--- src/rtl/local_inject_queue_if.sv ---
// Bundle between the PE, the injector slot-status lines and the local inject queue.
// The slave modport is the queue's view; the master modport is its surroundings.
interface local_inject_queue_if #(
  parameter int WIDTH = 10,
  parameter int DEPTH = 4
);
  localparam int OW = $clog2(DEPTH) + 1;

  logic [WIDTH-1:0] pe_flit;
  logic             pe_valid;
  logic             pe_ready;
  logic             north_valid;
  logic             south_valid;
  logic             east_valid;
  logic             west_valid;
  logic [WIDTH-1:0] localad;
  logic             local_valid;
  logic             inject_fire;
  logic             starve;
  logic [15:0]      inj_count;
  logic [OW-1:0]    occupancy;

  modport slave (
    input  pe_flit, pe_valid, north_valid, south_valid, east_valid, west_valid,
    output pe_ready, localad, local_valid, inject_fire, starve, inj_count, occupancy
  );

  modport master (
    output pe_flit, pe_valid, north_valid, south_valid, east_valid, west_valid,
    input  pe_ready, localad, local_valid, inject_fire, starve, inj_count, occupancy
  );
endinterface

--- src/rtl/local_inject_queue.sv ---
// First-word-fall-through queue feeding the router injector's local input. The head
// leaves whenever any cardinal slot is free; blocked-head starvation and injections are tracked.
module local_inject_queue #(
  parameter int WIDTH        = 10,
  parameter int DEPTH        = 4,
  parameter int STARVE_LIMIT = 15,
  parameter int SW           = 4
) (
  input  logic                 clk,
  input  logic                 rst,
  local_inject_queue_if.slave  bus
);
  localparam int AW = $clog2(DEPTH);
  localparam int OW = AW + 1;
  localparam logic [OW-1:0] FULL  = OW'(DEPTH);
  localparam logic [SW-1:0] LIMIT = SW'(STARVE_LIMIT);

  logic [WIDTH-1:0] mem_q [DEPTH];
  logic [AW-1:0]    wptr_q, wptr_d;
  logic [AW-1:0]    rptr_q, rptr_d;
  logic [OW-1:0]    occ_q, occ_d;
  logic [SW-1:0]    sc_q, sc_d;
  logic [15:0]      inj_q, inj_d;

  logic ready;
  logic head_valid;
  logic all_busy;
  logic push;
  logic fire;

  // Handshake and fire decisions depend only on registered state and the slot lines.
  always_comb begin
    ready      = ~rst & (occ_q != FULL);
    head_valid = (occ_q != '0);
    all_busy   = bus.north_valid & bus.south_valid & bus.east_valid & bus.west_valid;
    fire       = head_valid & ~all_busy;
    push       = bus.pe_valid & ready;
  end

  always_comb begin
    wptr_d = wptr_q;
    rptr_d = rptr_q;
    occ_d  = occ_q;
    sc_d   = sc_q;
    inj_d  = inj_q;

    if (push) wptr_d = wptr_q + AW'(1);
    if (fire) begin
      rptr_d = rptr_q + AW'(1);
      inj_d  = inj_q + 16'd1;
    end

    case ({push, fire})
      2'b10:   occ_d = occ_q + OW'(1);
      2'b01:   occ_d = occ_q - OW'(1);
      default: occ_d = occ_q;
    endcase

    // The counter only runs while a real head is being refused, and parks at the limit.
    if (fire || !head_valid) sc_d = '0;
    else if (sc_q != LIMIT)  sc_d = sc_q + SW'(1);
  end

  always_ff @(posedge clk or posedge rst) begin
    if (rst) begin
      wptr_q <= '0;
      rptr_q <= '0;
      occ_q  <= '0;
      sc_q   <= '0;
      inj_q  <= '0;
    end else begin
      wptr_q <= wptr_d;
      rptr_q <= rptr_d;
      occ_q  <= occ_d;
      sc_q   <= sc_d;
      inj_q  <= inj_d;
    end
  end

  always_ff @(posedge clk) begin
    if (push) mem_q[wptr_q] <= bus.pe_flit;
  end

  assign bus.pe_ready    = ready;
  assign bus.local_valid = head_valid;
  assign bus.localad     = head_valid ? mem_q[rptr_q] : '0;
  assign bus.inject_fire = fire;
  assign bus.starve      = (sc_q == LIMIT);
  assign bus.inj_count   = inj_q;
  assign bus.occupancy   = occ_q;
endmodule

--- src/flat_wrapper.sv ---
// flat-port wrapper written by rule: the top's interface ports become plain ports
module local_inject_queue_flat 
#(
  parameter int WIDTH        = 10,
  parameter int DEPTH        = 4,
  parameter int STARVE_LIMIT = 15,
  parameter int SW           = 4
)
  (clk, rst, bus_pe_flit, bus_pe_valid, bus_north_valid, bus_south_valid, bus_east_valid, bus_west_valid, bus_pe_ready, bus_localad, bus_local_valid, bus_inject_fire, bus_starve, bus_inj_count, bus_occupancy);
  local_inject_queue_if #(.WIDTH(WIDTH), .DEPTH(DEPTH)) bus_i ();
  input  logic clk;
  input  logic rst;
  input wire logic [$bits(bus_i.pe_flit)-1:0] bus_pe_flit;
  input wire logic [$bits(bus_i.pe_valid)-1:0] bus_pe_valid;
  input wire logic [$bits(bus_i.north_valid)-1:0] bus_north_valid;
  input wire logic [$bits(bus_i.south_valid)-1:0] bus_south_valid;
  input wire logic [$bits(bus_i.east_valid)-1:0] bus_east_valid;
  input wire logic [$bits(bus_i.west_valid)-1:0] bus_west_valid;
  output wire logic [$bits(bus_i.pe_ready)-1:0] bus_pe_ready;
  output wire logic [$bits(bus_i.localad)-1:0] bus_localad;
  output wire logic [$bits(bus_i.local_valid)-1:0] bus_local_valid;
  output wire logic [$bits(bus_i.inject_fire)-1:0] bus_inject_fire;
  output wire logic [$bits(bus_i.starve)-1:0] bus_starve;
  output wire logic [$bits(bus_i.inj_count)-1:0] bus_inj_count;
  output wire logic [$bits(bus_i.occupancy)-1:0] bus_occupancy;
  assign bus_i.pe_flit = bus_pe_flit;
  assign bus_i.pe_valid = bus_pe_valid;
  assign bus_i.north_valid = bus_north_valid;
  assign bus_i.south_valid = bus_south_valid;
  assign bus_i.east_valid = bus_east_valid;
  assign bus_i.west_valid = bus_west_valid;
  assign bus_pe_ready = bus_i.pe_ready;
  assign bus_localad = bus_i.localad;
  assign bus_local_valid = bus_i.local_valid;
  assign bus_inject_fire = bus_i.inject_fire;
  assign bus_starve = bus_i.starve;
  assign bus_inj_count = bus_i.inj_count;
  assign bus_occupancy = bus_i.occupancy;
  local_inject_queue #(.WIDTH(WIDTH), .DEPTH(DEPTH), .STARVE_LIMIT(STARVE_LIMIT), .SW(SW)) u_core (.clk(clk), .rst(rst), .bus(bus_i));
endmodule
--- config.mk ---
export PLATFORM = sky130hd
export DESIGN_NAME = local_inject_queue_flat
export DESIGN_NICKNAME = d
export VERILOG_FILES = /design/src/rtl/local_inject_queue_if.sv /design/src/rtl/local_inject_queue.sv /design/src/flat_wrapper.sv
export SDC_FILE = /design/constraint.sdc
export NUM_CORES = 1
export LEC_CHECK = 0
export BUFFER_PORTS_ARGS = -buffer_cell sky130_fd_sc_hd__buf_2
export CORE_ASPECT_RATIO = 0.7
export CORE_UTILIZATION = 35
export DETAILED_ROUTE_END_ITERATION = 7
export SLEW_MARGIN = 15
export SYNTH_ARGS = -nofsm -noshare
export SYNTH_HDL_FRONTEND = slang
export SYNTH_SLANG_ARGS = --single-unit
--- constraint.sdc ---
create_clock -name clk -period 2.8 [get_ports clk]
set_clock_uncertainty 0.15 [all_clocks]
set_input_delay 0.28 -clock clk [delete_from_list [all_inputs] [get_ports clk]]
set_output_delay 0.28 -clock clk [all_outputs]
set_load 0.1 [all_outputs]
-- After elaboration in Yosys (flattened, before gate mapping)
Memory sizes are Yosys's and may differ from the RTL's.
Index checks and enable logic that the tools add are counted.
- register bits: 27
- bits in latches: 0
- memory bits (writable): 40
- ROM bits: 0
- bits of input ports: 17
- word-level logic and storage cells: 36
- memories: 1
- add/sub/neg operators: 6
- $mul: 0
- divide/modulo/power cells: 0
- order comparisons: 0
- equality and inequality tests: 5
- shift operators: 0
- muxes and demuxes: 6
- bitwise logic cells: 8
- reductions and logical operators: 5
- memories (name ; words ; width ; read ports ; clocked after memory_dff ; wr ports ; line ; RTL):
    u_core.mem_q ; 4 ; 10 ; 1 ; 0 ; 1 ; local_inject_queue.sv:18 ; logic [WIDTH-1:0] mem_q [DEPTH];
- operators by type and width (kind ; count):
    16-bit by 1-bit adder with 16-bit output (second input constant) ; 1
    10-bit two-way mux ; 1
    4-bit two-way mux ; 2
    1-bit bitwise AND ; 6
    3-bit case mux with 2 select lines ; 1
    2-bit by 1-bit adder with 2-bit output (second input constant) ; 2
    4-bit by 1-bit adder with 4-bit output (second input constant) ; 1
    4-bit == test (second input constant) ; 1
    4-bit != test (second input constant) ; 1
    2-bit nonzero test ; 2
    3-bit by 1-bit adder with 3-bit output (second input constant) ; 1
    3-bit != test (second input constant) ; 1
    3-bit nonzero test ; 1
    3-bit by 1-bit subtractor with 3-bit output (second input constant) ; 1
    2-bit by 1-bit == test with 1-bit output (second input constant) ; 1
    2-bit == test (second input constant) ; 1
    1-bit two-way mux ; 2
    1-bit NOT ; 2
    1-bit zero test ; 1
    1-bit logical OR ; 1

-- Depth between registers and ports, before layout
- depth in word-level cells: 7
- depth in mapped cells: 10
- mapped depth without buffers: 10

-- Worst setup path before layout
No wires, ideal clock.
- kind: register to register
- start point: register u_core.occ_q[1] (netlist: u_core.bus.occupancy[1])
- end point: register u_core.occ_q[2] (netlist: u_core.bus.occupancy[2])
- arrival time: 3.419 ns
- required time: 2.484 ns
- path slack: -0.935 ns
- stages on the path, launching flop included: 11
- clock period less this slack: 3.735 ns
- cell sequence: dfrtp_1 inv_1 a31oi_2 and2_1 inv_1 ha_1 inv_1 fa_1 xor2_1 nor2_1 xor2_1
- cells in the longest elaborated chain, start to end: 5
- elaborated cells between the ends (all ways): 11
- ends and longest elaborated chain (what ; line ; RTL):
    start, declared ; local_inject_queue.sv:21 ; logic [OW-1:0] occ_q, occ_d;
    start signal, assigned ; local_inject_queue.sv:68 ; occ_q <= '0;
    start signal, assigned ; local_inject_queue.sv:74 ; occ_q <= occ_d;
    3-bit != test (*) ; local_inject_queue.sv:33 ; ready = ~rst & (occ_q != FULL);
    1-bit bitwise AND (*) ; local_inject_queue.sv:33 ;
    named net bus_pe_ready ; flat_wrapper.sv:19 ; output wire logic [$bits(bus_i.pe_ready)-1:0] bus_pe_ready;
    1-bit bitwise AND (*) ; local_inject_queue.sv:37 ; push = bus.pe_valid & ready;
    2-bit by 1-bit == test with 1-bit output / 2-bit == test (equally long branches) ; local_inject_queue.sv:53 ; case ({push, fire})
    3-bit case mux with 2 select lines / 2-bit nonzero test (equally long branches) ; - ;
Mark *: on every way through the listed nets, which the timed path passes. The rest lies on a longest branch.
A chain may end at the register's enable or synchronous reset.

-- Worst setup path after layout
- start point: register u_core.rptr_q[0]
- end point: output bus_localad[5]
- cells in the longest elaborated chain, start to end: 2
- ends and longest elaborated chain (what ; line ; RTL):
    start, declared ; local_inject_queue.sv:20 ; logic [AW-1:0] rptr_q, rptr_d;
    start signal, assigned ; local_inject_queue.sv:73 ; rptr_q <= rptr_d;
    memory 4 x 10 bit ; - ;
    10-bit two-way mux ; local_inject_queue.sv:86 ; assign bus.localad = head_valid ? mem_q[rptr_q] : '0;
    end, declared ; flat_wrapper.sv:20 ; output wire logic [$bits(bus_i.localad)-1:0] bus_localad;
No other way between the ends.

==> reports/metrics.yaml <==
floorplan:
  die_area_um2: 8540
  io_pins: 50
  rows: 27
  coreArea_um2: 7910
  initial_utilization: 0.362
  die_h_um: 77.6
  fp.dieW_um: 110
cts:
  cts_resized: 0
  cts_sinks: 67
  cts_root_buf: "clkbuf_16"
  cts_tree: "yes"
  numCtsBuffers: 9
  path_clk_slew_ps: 50
  h-tree-depth: 3
  clockBufferDepth: 2
  insertion_delay_ps: 320
placed_design:
  io_buffer_count: 49
  place.gp.congestion: 0.725
  hpwl_um: 3500
drt:
  postRouteAntennaNets: 0
  via_count: 1573
  via_per_inst: 4.57
  firstDrtPassIters: 4
  wl_per_cell_um: 14.4
  finalWirelength_um: 4970
  drt_iter0_markers: 42
  drc: 0
global_routing:
  grt_pass1_wl_um: 8040
  grt_antenna_before_repair: 0
  grt_max_degree: 16
  gr-total-overflow: 0
  met1_usage: 0.173
  grt_pass1_vias: 1561
  gr-usage-met2: 0.194
  gr-usage-met3: 0.0412
  track_usage: 0.130
  busiest_layer: "met2"
worst_hold_path:
  hold_class: "in2reg"
  worstHoldPathCells: 1
  min_to: "u_core.mem_q[2][8]$_DFFE_PP_"
  hold_start: "bus_pe_flit[8]"
worst_setup_path:
  crit_chain: "buf_4 > mux4_2 > and2_1 > buf_2"
  critPathArrivalTime_ps: 2050
  critical_path_class: "reg2out"
  r2r_setup_slack_ps: 610
  max_stage_delay_ps: 510
  worstPathMaxFanout: 8
  cp_data_required_time_ps: 2370
  startpoint: "u_core.rptr_q[0]$_DFFE_PP0P_"
  r2r_cells: 8
  reg2reg_to: "u_core.bus.occupancy[2]$_DFFE_PP0P_"
  r2r_start: "u_core.bus.occupancy[0]$_DFFE_PP0P_"
  worst_setup_path_start_kind: "flip-flop"
  end_kind: "output pin"
  slowest_stage: "mux4_2"
yosys:
  yosysUniqueCellTypes: 31
  syn_area_per_cell_um2: 16.0
  ys_warn_count: 0
  synth_area_um2: 2860
  syn_nets: 204
  ys_ff_latch: 67
  synthesis.instances: 179
  ys_seq_area_frac: 0.656
sta:
  relSlewSlack: 0.608
  rsz0062_at_grt: "no"
  setup_violations: 0
  tightest_slew_ps: 587
  finalSetupTns_ps: 0
  timing.fmax_ghz: 0.403
  min_period_over_period: 0.887
  timing.final.max_slew_violations: 0
  final_hold_viol_count: 0
  fin_crit_ps: 2480
job:
  cap_violations: 0
finish:
  diodes: 0
  nNetsFinal: 263
  syn_to_final_growth_pct: 25.8
  drive_gt1_frac: 0.374
status:
  status: "completed"
==> per-layer routing <==
layer  vias up  part of all wire
li1        770                 -
met1       772              0.48
met2        24              0.47
met3         7             0.040
met4         0            0.0091
met5         -                 0
==> state kept, by name, indices dropped and copies added (netlist names) <==
| signal | count |
|---|---|
| u_core.mem_q | 40 |
| u_core.bus.inj_count | 16 |
| u_core.bus.occupancy | 3 |
| u_core.rptr_q | 2 |
| u_core.sc_q | 4 |
| u_core.wptr_q | 2 |
==> stage by stage <==
step           cell area (µm²)  worst slack, ps  utilization  hold WS [ps]  cells
6_report                  3600              317        0.455          22.9    344
3_3_place_gp              3240              636        0.410           257    327
5_1_grt                   3600              208        0.455          17.4    344
4_1_cts                   3600              280        0.455          18.6    344
2_1_floorplan             2890             10.4            -           183    179
3_5_place_dp              3240              587        0.410           263    327
==> cell families (layout without fill, tap and decap cells) <==
kind of cell    after synthesis  in the layout  synth area share
xor+xnor                     22             22            0.0674
compound gates                2              2           0.00657
buf+inv                      13             77            0.0210
fa+ha+maj                     8              8            0.0376
flops                        67             67             0.656
mux                          14             14            0.0937
simple gates                 53             53             0.117
==> cell type report <==
cell class,count,area [µm²]
inverter,9,33.8
fill,723,4310
sequential,67,1890
clock inverter,6,113
multi-input combinational,99,938
clock buffer,10,229
tap,101,126
timing repair buffer,52,270
==> critical path, delay by kind of cell, from the launching register on <==
kind / cells / cell delay (ps)
multiplexers: 1 / 510
buffers and inverters: 2 / 550
AND/OR/NAND/NOR: 1 / 170
flip-flops: 1 / 500
==> repair_timing <==
item | in CTS | in global routing
hold endpoints to repair | 14 | 0
endpoints found under the setup margin | 0 | 0
hold buffers | 1 | 0
setup buffers | 0 | 0
==> synth_stat cells <==
| cell type | count | area, µm² |
|---|---|---|
| buf_6 | 1 | 11.3 |
| and3_1 | 4 | 25.0 |
| xor2_1 | 8 | 70.1 |
| nand2_1 | 9 | 33.8 |
| clkbuf_1 | 2 | 7.51 |
| nand4_1 | 3 | 18.8 |
| ha_1 | 7 | 87.6 |
| nand3_1 | 7 | 35.0 |
| inv_2 | 1 | 3.75 |
| nor4_4 | 2 | 42.5 |
| nor4b_1 | 1 | 8.76 |
| mux4_2 | 10 | 225 |
| and2_1 | 11 | 68.8 |
| nor3_1 | 3 | 15.0 |
| and4_4 | 1 | 11.3 |
| and4_1 | 2 | 17.5 |
| mux2i_1 | 2 | 20.0 |
| edfxtp_1 | 40 | 1200 |
| or2_1 | 1 | 6.26 |
| dfrtp_1 | 27 | 676 |
| buf_4 | 1 | 7.51 |
| fa_1 | 1 | 20.0 |
| a31oi_2 | 1 | 12.5 |
| inv_1 | 8 | 30.0 |
| mux2_2 | 2 | 22.5 |
| nor3_4 | 1 | 16.3 |
| nor2_2 | 1 | 6.26 |
| nor2_1 | 6 | 22.5 |
| nor3b_1 | 1 | 7.51 |
| a31oi_1 | 1 | 6.26 |
| xnor2_1 | 14 | 123 |
==> worst max path at each step <==
stage / slack [ps] / to / cells after the start
floorplan: 10 / u_core.bus.occupancy[2]$_DFFE_PP0P_ / 8
global placement: 640 / u_core.bus.occupancy[2]$_DFFE_PP0P_ / 10
detailed placement: 590 / u_core.bus.occupancy[2]$_DFFE_PP0P_ / 10
CTS: 280 / bus_localad[2] / 4
global route: 210 / bus_localad[2] / 4
finish: 320 / bus_localad[5] / 4
==> placed cells by master (no fill, tap or decap), types with 2 or more instances in the layout <==
cell type  count
mux2i_1        2
clkbuf_16      9
buf_4          2
bufinv_16      3
nand2_1        9
nor3_1         3
and2_1        10
nor2_1         6
and3_1         4
inv_2          3
inv_1          6
dfrtp_4        2
and4_1         2
nand4_1        3
buf_2         49
mux2_2         2
xnor2_1       14
xor2_1         8
mux4_2        10
ha_1           7
nand3_1        7
nor4_4         2
dfrtp_1       24
edfxtp_1      40
Power is not shown: default switching activity piles up to over one toggle a cycle in this logic, so the estimate is an artifact.
